==> config.mk <==
export PLATFORM = sky130hd
export DESIGN_NAME = fsm_event_logger_flat
export DESIGN_NICKNAME = d
export VERILOG_FILES = /design/src/rtl/fsm_event_logger_pkg.sv /design/src/rtl/fsm_event_logger_if.sv /design/src/rtl/fsm_event_logger_fifo.sv /design/src/rtl/fsm_event_logger.sv /design/src/flat_wrapper.sv
export SDC_FILE = /design/constraint.sdc
export NUM_CORES = 1
export LEC_CHECK = 0
export CAP_MARGIN = 20
export CORE_MARGIN = 2
export CORE_UTILIZATION = 25
export DETAILED_ROUTE_END_ITERATION = 8
export SETUP_SLACK_MARGIN = 0.1
export SYNTH_ARGS = -nofsm -noshare
export SYNTH_HDL_FRONTEND = slang
export SYNTH_SLANG_ARGS = --single-unit
export TNS_END_PERCENT = 20
==> constraint.sdc <==
create_clock -name clk -period 4.62 [get_ports clk]
set_input_delay 0.462 -clock clk [delete_from_list [all_inputs] [get_ports clk]]
set_output_delay 0.462 -clock clk [all_outputs]
set_load 0.01 [all_outputs]
==> src/rtl/fsm_event_logger_pkg.sv <==
// Shared definitions for the FSM event logger.
//   - FSM state encodings as seen on fsm_state
//   - 32-bit trace record layout (struct + field positions)
//   - overflow counter saturation value
package fsm_event_logger_pkg;

  typedef enum logic [1:0] {
    ST_OK    = 2'b00,
    ST_STALL = 2'b01,
    ST_FLUSH = 2'b10,
    ST_LOCK  = 2'b11
  } fsm_state_e;

  localparam int REC_W         = 32;
  localparam int REC_PREV_MSB  = 31;
  localparam int REC_PREV_LSB  = 30;
  localparam int REC_CUR_MSB   = 29;
  localparam int REC_CUR_LSB   = 28;
  localparam int REC_INSTR_MSB = 27;
  localparam int REC_INSTR_LSB = 25;
  localparam int REC_ENT_MSB   = 24;
  localparam int REC_ENT_LSB   = 17;
  localparam int REC_LOCK_BIT  = 16;
  localparam int REC_TS_MSB    = 15;
  localparam int REC_TS_LSB    = 0;

  localparam logic [7:0] OVF_SAT = 8'hFF;

  // Field order matches the bit positions above, MSB first.
  typedef struct packed {
    logic [1:0] prev;
    logic [1:0] cur;
    logic [2:0] instr;
    logic [7:0] entropy;
    logic       lock;
    logic [15:0] ts;
  } rec_t;

endpackage

==> src/rtl/fsm_event_logger_if.sv <==
// Record stream between the logger and a trace/debug sink.
//   rec_valid : head record available (logger -> sink)
//   rec_data  : head record, 0 when nothing is held (logger -> sink)
//   rec_ready : sink takes the head record this edge (sink -> logger)
interface fsm_event_logger_if;
  import fsm_event_logger_pkg::*;

  logic             rec_valid;
  logic             rec_ready;
  logic [REC_W-1:0] rec_data;

  modport master (output rec_valid, output rec_data, input rec_ready);
  modport slave  (input rec_valid, input rec_data, output rec_ready);
endinterface

==> src/rtl/fsm_event_logger_fifo.sv <==
// logger_fifo: synchronous show-ahead FIFO.
//   clk, rst_n : clock, async active-low reset
//   clr        : synchronous flush, wins over push/pop
//   push, din  : write request; accepted if not full or if a pop frees a slot
//   pop        : read request; ignored when empty
//   dout       : head entry, 0 when empty
//   full, empty, level : occupancy status
module logger_fifo #(
  parameter int DEPTH = 8,
  parameter int W     = 32
) (
  input  logic                     clk,
  input  logic                     rst_n,
  input  logic                     clr,
  input  logic                     push,
  input  logic [W-1:0]             din,
  input  logic                     pop,
  output logic [W-1:0]             dout,
  output logic                     full,
  output logic                     empty,
  output logic [$clog2(DEPTH):0]   level
);
  localparam int AW = $clog2(DEPTH);

  logic [W-1:0]  mem_q [DEPTH];
  logic [AW-1:0] wr_q, rd_q;
  logic [AW:0]   level_q;
  logic          do_push, do_pop;

  assign empty   = (level_q == '0);
  assign full    = (level_q == (AW+1)'(DEPTH));
  assign do_pop  = pop && !empty;
  // A pop in the same cycle frees the slot the push needs.
  assign do_push = push && (!full || do_pop);

  assign dout  = empty ? '0 : mem_q[rd_q];
  assign level = level_q;

  always_ff @(posedge clk or negedge rst_n) begin
    if (!rst_n) begin
      wr_q    <= '0;
      rd_q    <= '0;
      level_q <= '0;
    end else if (clr) begin
      wr_q    <= '0;
      rd_q    <= '0;
      level_q <= '0;
    end else begin
      if (do_push) wr_q <= wr_q + 1'b1;
      if (do_pop)  rd_q <= rd_q + 1'b1;
      case ({do_push, do_pop})
        2'b10:   level_q <= level_q + 1'b1;
        2'b01:   level_q <= level_q - 1'b1;
        default: level_q <= level_q;
      endcase
    end
  end

  // Storage needs no reset: contents are only visible while level is non-zero.
  always_ff @(posedge clk) begin
    if (do_push && !clr) mem_q[wr_q] <= din;
  end
endmodule

==> src/rtl/fsm_event_logger.sv <==
// fsm_event_logger: packs each FSM state change into a timestamped 32-bit
// record and queues it for a trace sink.
//   clk, rst_n         : clock, async active-low reset
//   enable             : capture enable (prev-state tracking runs regardless)
//   clear              : sync flush of FIFO, timestamp and overflow status
//   fsm_state, fsm_entropy_log, fsm_instr_type_log, lock_in : captured fields
//   rec                : record stream (valid/ready/data), master side
//   fifo_level         : records queued
//   overflow_cnt       : dropped records, saturating
//   overflow_sticky    : set on first drop
module fsm_event_logger
  import fsm_event_logger_pkg::*;
#(
  parameter int DEPTH = 8,
  parameter int TS_W  = 16
) (
  input  logic                   clk,
  input  logic                   rst_n,
  input  logic                   enable,
  input  logic                   clear,
  input  logic [1:0]             fsm_state,
  input  logic [7:0]             fsm_entropy_log,
  input  logic [2:0]             fsm_instr_type_log,
  input  logic                   lock_in,
  fsm_event_logger_if.master     rec,
  output logic [$clog2(DEPTH):0] fifo_level,
  output logic [7:0]             overflow_cnt,
  output logic                   overflow_sticky
);
  logic [1:0]      prev_state_q;
  logic [TS_W-1:0] ts_q;
  logic [7:0]      ovf_cnt_q;
  logic            sticky_q;

  logic evt, pop, full, empty, drop;
  rec_t rec_w;

  // A transition in a clear cycle is discarded along with everything else.
  assign evt  = enable && (fsm_state != prev_state_q) && !clear;
  assign pop  = rec.rec_ready && !empty;
  assign drop = evt && full && !pop;

  assign rec_w = '{prev: prev_state_q, cur: fsm_state, instr: fsm_instr_type_log,
                   entropy: fsm_entropy_log, lock: lock_in, ts: ts_q[15:0]};

  logger_fifo #(.DEPTH(DEPTH), .W(REC_W)) u_fifo (
    .clk   (clk),
    .rst_n (rst_n),
    .clr   (clear),
    .push  (evt),
    .din   (rec_w),
    .pop   (pop),
    .dout  (rec.rec_data),
    .full  (full),
    .empty (empty),
    .level (fifo_level)
  );

  // Valid comes from registered occupancy only, never from rec_ready.
  assign rec.rec_valid   = !empty;
  assign overflow_cnt    = ovf_cnt_q;
  assign overflow_sticky = sticky_q;

  always_ff @(posedge clk or negedge rst_n) begin
    if (!rst_n) begin
      prev_state_q <= ST_OK;
      ts_q         <= '0;
      ovf_cnt_q    <= '0;
      sticky_q     <= 1'b0;
    end else begin
      prev_state_q <= fsm_state;
      if (clear) begin
        ts_q      <= '0;
        ovf_cnt_q <= '0;
        sticky_q  <= 1'b0;
      end else begin
        ts_q <= ts_q + 1'b1;
        if (drop) begin
          sticky_q <= 1'b1;
          if (ovf_cnt_q != OVF_SAT) ovf_cnt_q <= ovf_cnt_q + 1'b1;
        end
      end
    end
  end
endmodule

==> src/flat_wrapper.sv <==
// flat-port wrapper written by rule: the top's interface ports become plain ports
module fsm_event_logger_flat import fsm_event_logger_pkg::*;
#(
  parameter int DEPTH = 8,
  parameter int TS_W  = 16
)
  (clk, rst_n, enable, clear, fsm_state, fsm_entropy_log, fsm_instr_type_log, lock_in, fifo_level, overflow_cnt, overflow_sticky, rec_rec_valid, rec_rec_data, rec_rec_ready);
  fsm_event_logger_if rec_i ();
  input  logic clk;
  input  logic rst_n;
  input  logic enable;
  input  logic clear;
  input  logic [1:0] fsm_state;
  input  logic [7:0] fsm_entropy_log;
  input  logic [2:0] fsm_instr_type_log;
  input  logic lock_in;
  output logic [$clog2(DEPTH):0] fifo_level;
  output logic [7:0] overflow_cnt;
  output logic overflow_sticky;
  output wire logic [$bits(rec_i.rec_valid)-1:0] rec_rec_valid;
  output wire logic [$bits(rec_i.rec_data)-1:0] rec_rec_data;
  input wire logic [$bits(rec_i.rec_ready)-1:0] rec_rec_ready;
  assign rec_rec_valid = rec_i.rec_valid;
  assign rec_rec_data = rec_i.rec_data;
  assign rec_i.rec_ready = rec_rec_ready;
  fsm_event_logger #(.DEPTH(DEPTH), .TS_W(TS_W)) u_core (.clk(clk), .rst_n(rst_n), .enable(enable), .clear(clear), .fsm_state(fsm_state), .fsm_entropy_log(fsm_entropy_log), .fsm_instr_type_log(fsm_instr_type_log), .lock_in(lock_in), .rec(rec_i), .fifo_level(fifo_level), .overflow_cnt(overflow_cnt), .overflow_sticky(overflow_sticky));
endmodule
==> reports/results.ini <==
[route]
wirelength_um = 24800
drc = 0
wl_met1_um = 11000
firstDrtPassIters = 4
vias = 5727
route.met2.wl_um = 12200
routed.top_layer = met4
post_drt_via_cell_ratio = 4.34
route.met3.wl_um = 1250
wl_per_cell_um = 18.8
ant_nets = 0
drt_first_iter_violations = 359

[yosys]
synth_ff_type = edfxtp_1
synthTopCellsByArea = edfxtp_1 (66%), mux4_2 (12%), dfrtp_1 (7.9%)
synth.largest_area_cell = edfxtp_1
synth_most_common_cell = edfxtp_1
ys_seq_area_share_pct = 73.8
ys.warnings.count = 0
synth_top_area_share_pct = 65.9
syn_nets = 633
ys_seq_elements = 293
syn_avg_cell_area_um2 = 19.2
ys_top_cells_by_count = edfxtp_1 (256), nor2_1 (66), mux4_2 (64)
synth_area_mm2 = 0.0117
netlist_instances = 607
synth.distinct_cells = 45
ys_async_sr_fraction_pct = 12.6
synth_edf_count = 256

[placed_design]
io_buffers = 64
placed_cells = 1267
routabilityCongestion = 0.710
hpwl_um = 14000
dp_slack_ns = 1.15

[timing]
finalSetupViolCount = 0
skew_ns = 0.00711
fin_crit_ns = 3.63
setup_ws_ns = 0.994
fin_crit_sh_pct = 78.5
slew_viol_final = 0
rsz0062_at_grt = no
tns_ns = 0
holdWs_ns = 0.0464
fmax_mhz = 276
worst_slew_pin_slew_ns = 0.967
hold_viol = 0
slew-limit-headroom_pct = 35.5

[critical_path]
criticalPathCategory = flop to output port
cp.required_ns = 4.16
end_kind = output port
critPathMaxStageDelay_ns = 0.85
cp.buffers_inverters = 2
r2r-start = u_core.prev_state_q[0]
cp.arrival_ns = 3.16
cp_cell_sequence = buf_4, mux4_2, mux2i_1, nor2_1, clkdlybuf4s50_1
cp-start-kind = flop
cp_slowest_cell = dfrtp_4
r2r_cells = 5
cp_top_family = buffers and inverters
cp_max_fo = 31
r2r_end = u_core.u_fifo.mem_q[7][18]
reg2reg_setup_slack_ns = 1.84

[layout]
n_fill_cell = 4472
diodes = 0
multi_input_area_mm2 = 0.00299
stdcell_count = 1321
syn_to_final_growth_pct = 21.3
regArea_mm2 = 0.00862
nNetsFinal = 717
drive_above_1_share_pct = 20.9

[power_and_ir_drop]
power_density_mw_per_mm2 = 495
max-vdd-ir-drop_v = 0.000305
power.leakage_nw = 4.51

[clock_tree]
cts_hold_buf = 0
postCtsSetupBuffers = 0
clkTransAtPathRegs_ns = 0.06
cts.htree.levels = 1
cts_buffer_depth = 3
clockRootBuffer = clkbuf_16
clk_latency_ns = 0.56
cts_sinks = 293
cts_made_buffers = 29
cts.repair.resized = 0
cts_tree = yes

[floorplanning]
fp.dieW_um = 220
rows = 79
coreArea_mm2 = 0.0464
start_util_pct = 25.2
die_y_um = 220
ios = 65
die_area_mm2 = 0.0484

[global_routing]
grt_start_max_net_pins = 67
grt_antenna_before_repair = 0
first_global_vias = 6219
grt_usage_pct = 10.4
grt_pass1_wl_um = 38000
grt_remaining_overflow = 0

[run]
cap_violations = 0

[status]
status = complete, no violations

[min_path]
hold_path.class = input pin to asynchronous set/reset pin

-- worst max path at each step --
stage                               start                    endpoint  cells past startpoint
finish              u_core.u_fifo.rd_q[0]            rec_rec_data[27]                      5
CTS                 u_core.u_fifo.rd_q[0]             rec_rec_data[0]                      5
global route        u_core.u_fifo.rd_q[0]             rec_rec_data[0]                      5
floorplan                    fsm_state[1]   u_core.u_fifo.mem_q[0][0]                      4
global placement             fsm_state[1]  u_core.u_fifo.mem_q[7][10]                      6
detailed placement           fsm_state[1]   u_core.u_fifo.mem_q[7][9]                      6
-- per-stage QoR --
stage	total power [mW]	instance area (um^2)	utilization, %
after floorplan	4.00	11700	-
after CTS	7.15	14200	30.5
final	7.01	14200	30.5
after detailed placement	4.71	13200	28.4
after global placement	4.70	13200	28.4
after global routing	7.36	14200	30.5
-- layout by cell type, fill, tap and decap left out, drive strengths merged, types with 13 or more instances in the layout --
cell | synthesis | layout
nand2 | 17 | 17
nand3 | 14 | 14
clkbuf | 13 | 34
clkdlybuf4s50 | 0 | 63
edfxtp | 256 | 256
buf | 14 | 17
nor2 | 66 | 66
mux2i | 38 | 38
dfrtp | 37 | 37
mux4 | 64 | 64
xor2 | 13 | 13
-- state kept, by name (all words and copies together), names as in the netlist --
register,cells
u_core.ts_q,16
u_core.overflow_cnt,8
u_core.u_fifo.mem_q,256
u_core.u_fifo.rd_q,3
u_core.u_fifo.wr_q,3
u_core.overflow_sticky,1
u_core.u_fifo.level,4
u_core.prev_state_q,2
-- final cells by class --
class / count / area share, %
clock inverters: 20 / 1.67
well taps: 607 / 5.37
flip-flops and latches: 293 / 60.9
clock buffers: 34 / 5.26
repair buffers: 80 / 5.60
multi-input cells: 284 / 21.1
inverters: 3 / 0.0796
-- kinds of logic after synthesis --
group	count (synthesis)	synth area share, %
AOI/OAI and AO/OA	17	1.12
xor gates and xnor gates	21	1.58
adders and majority gates	7	0.815
buffers and inverters	30	1.14
DFF	293	73.8
muxes	103	15.8
and+or+nand+nor	136	5.75
-- where the power goes --
group | internal (mW) | leakage, nW | switching [mW]
clock network | 1.39 | 0.471 | 1.03
registers | 2.93 | 2.84 | 0.138
logic | 0.818 | 1.19 | 0.700
-- routing by layer --
layer | track usage [%] | up-vias
met5 | 0 | -
met4 | 2.01 | 0
met3 | 2.11 | 32
met2 | 17.3 | 118
met1 | 14.1 | 3000
li1 | - | 2577
No activity file was read; power rests on OpenSTA's default activity.
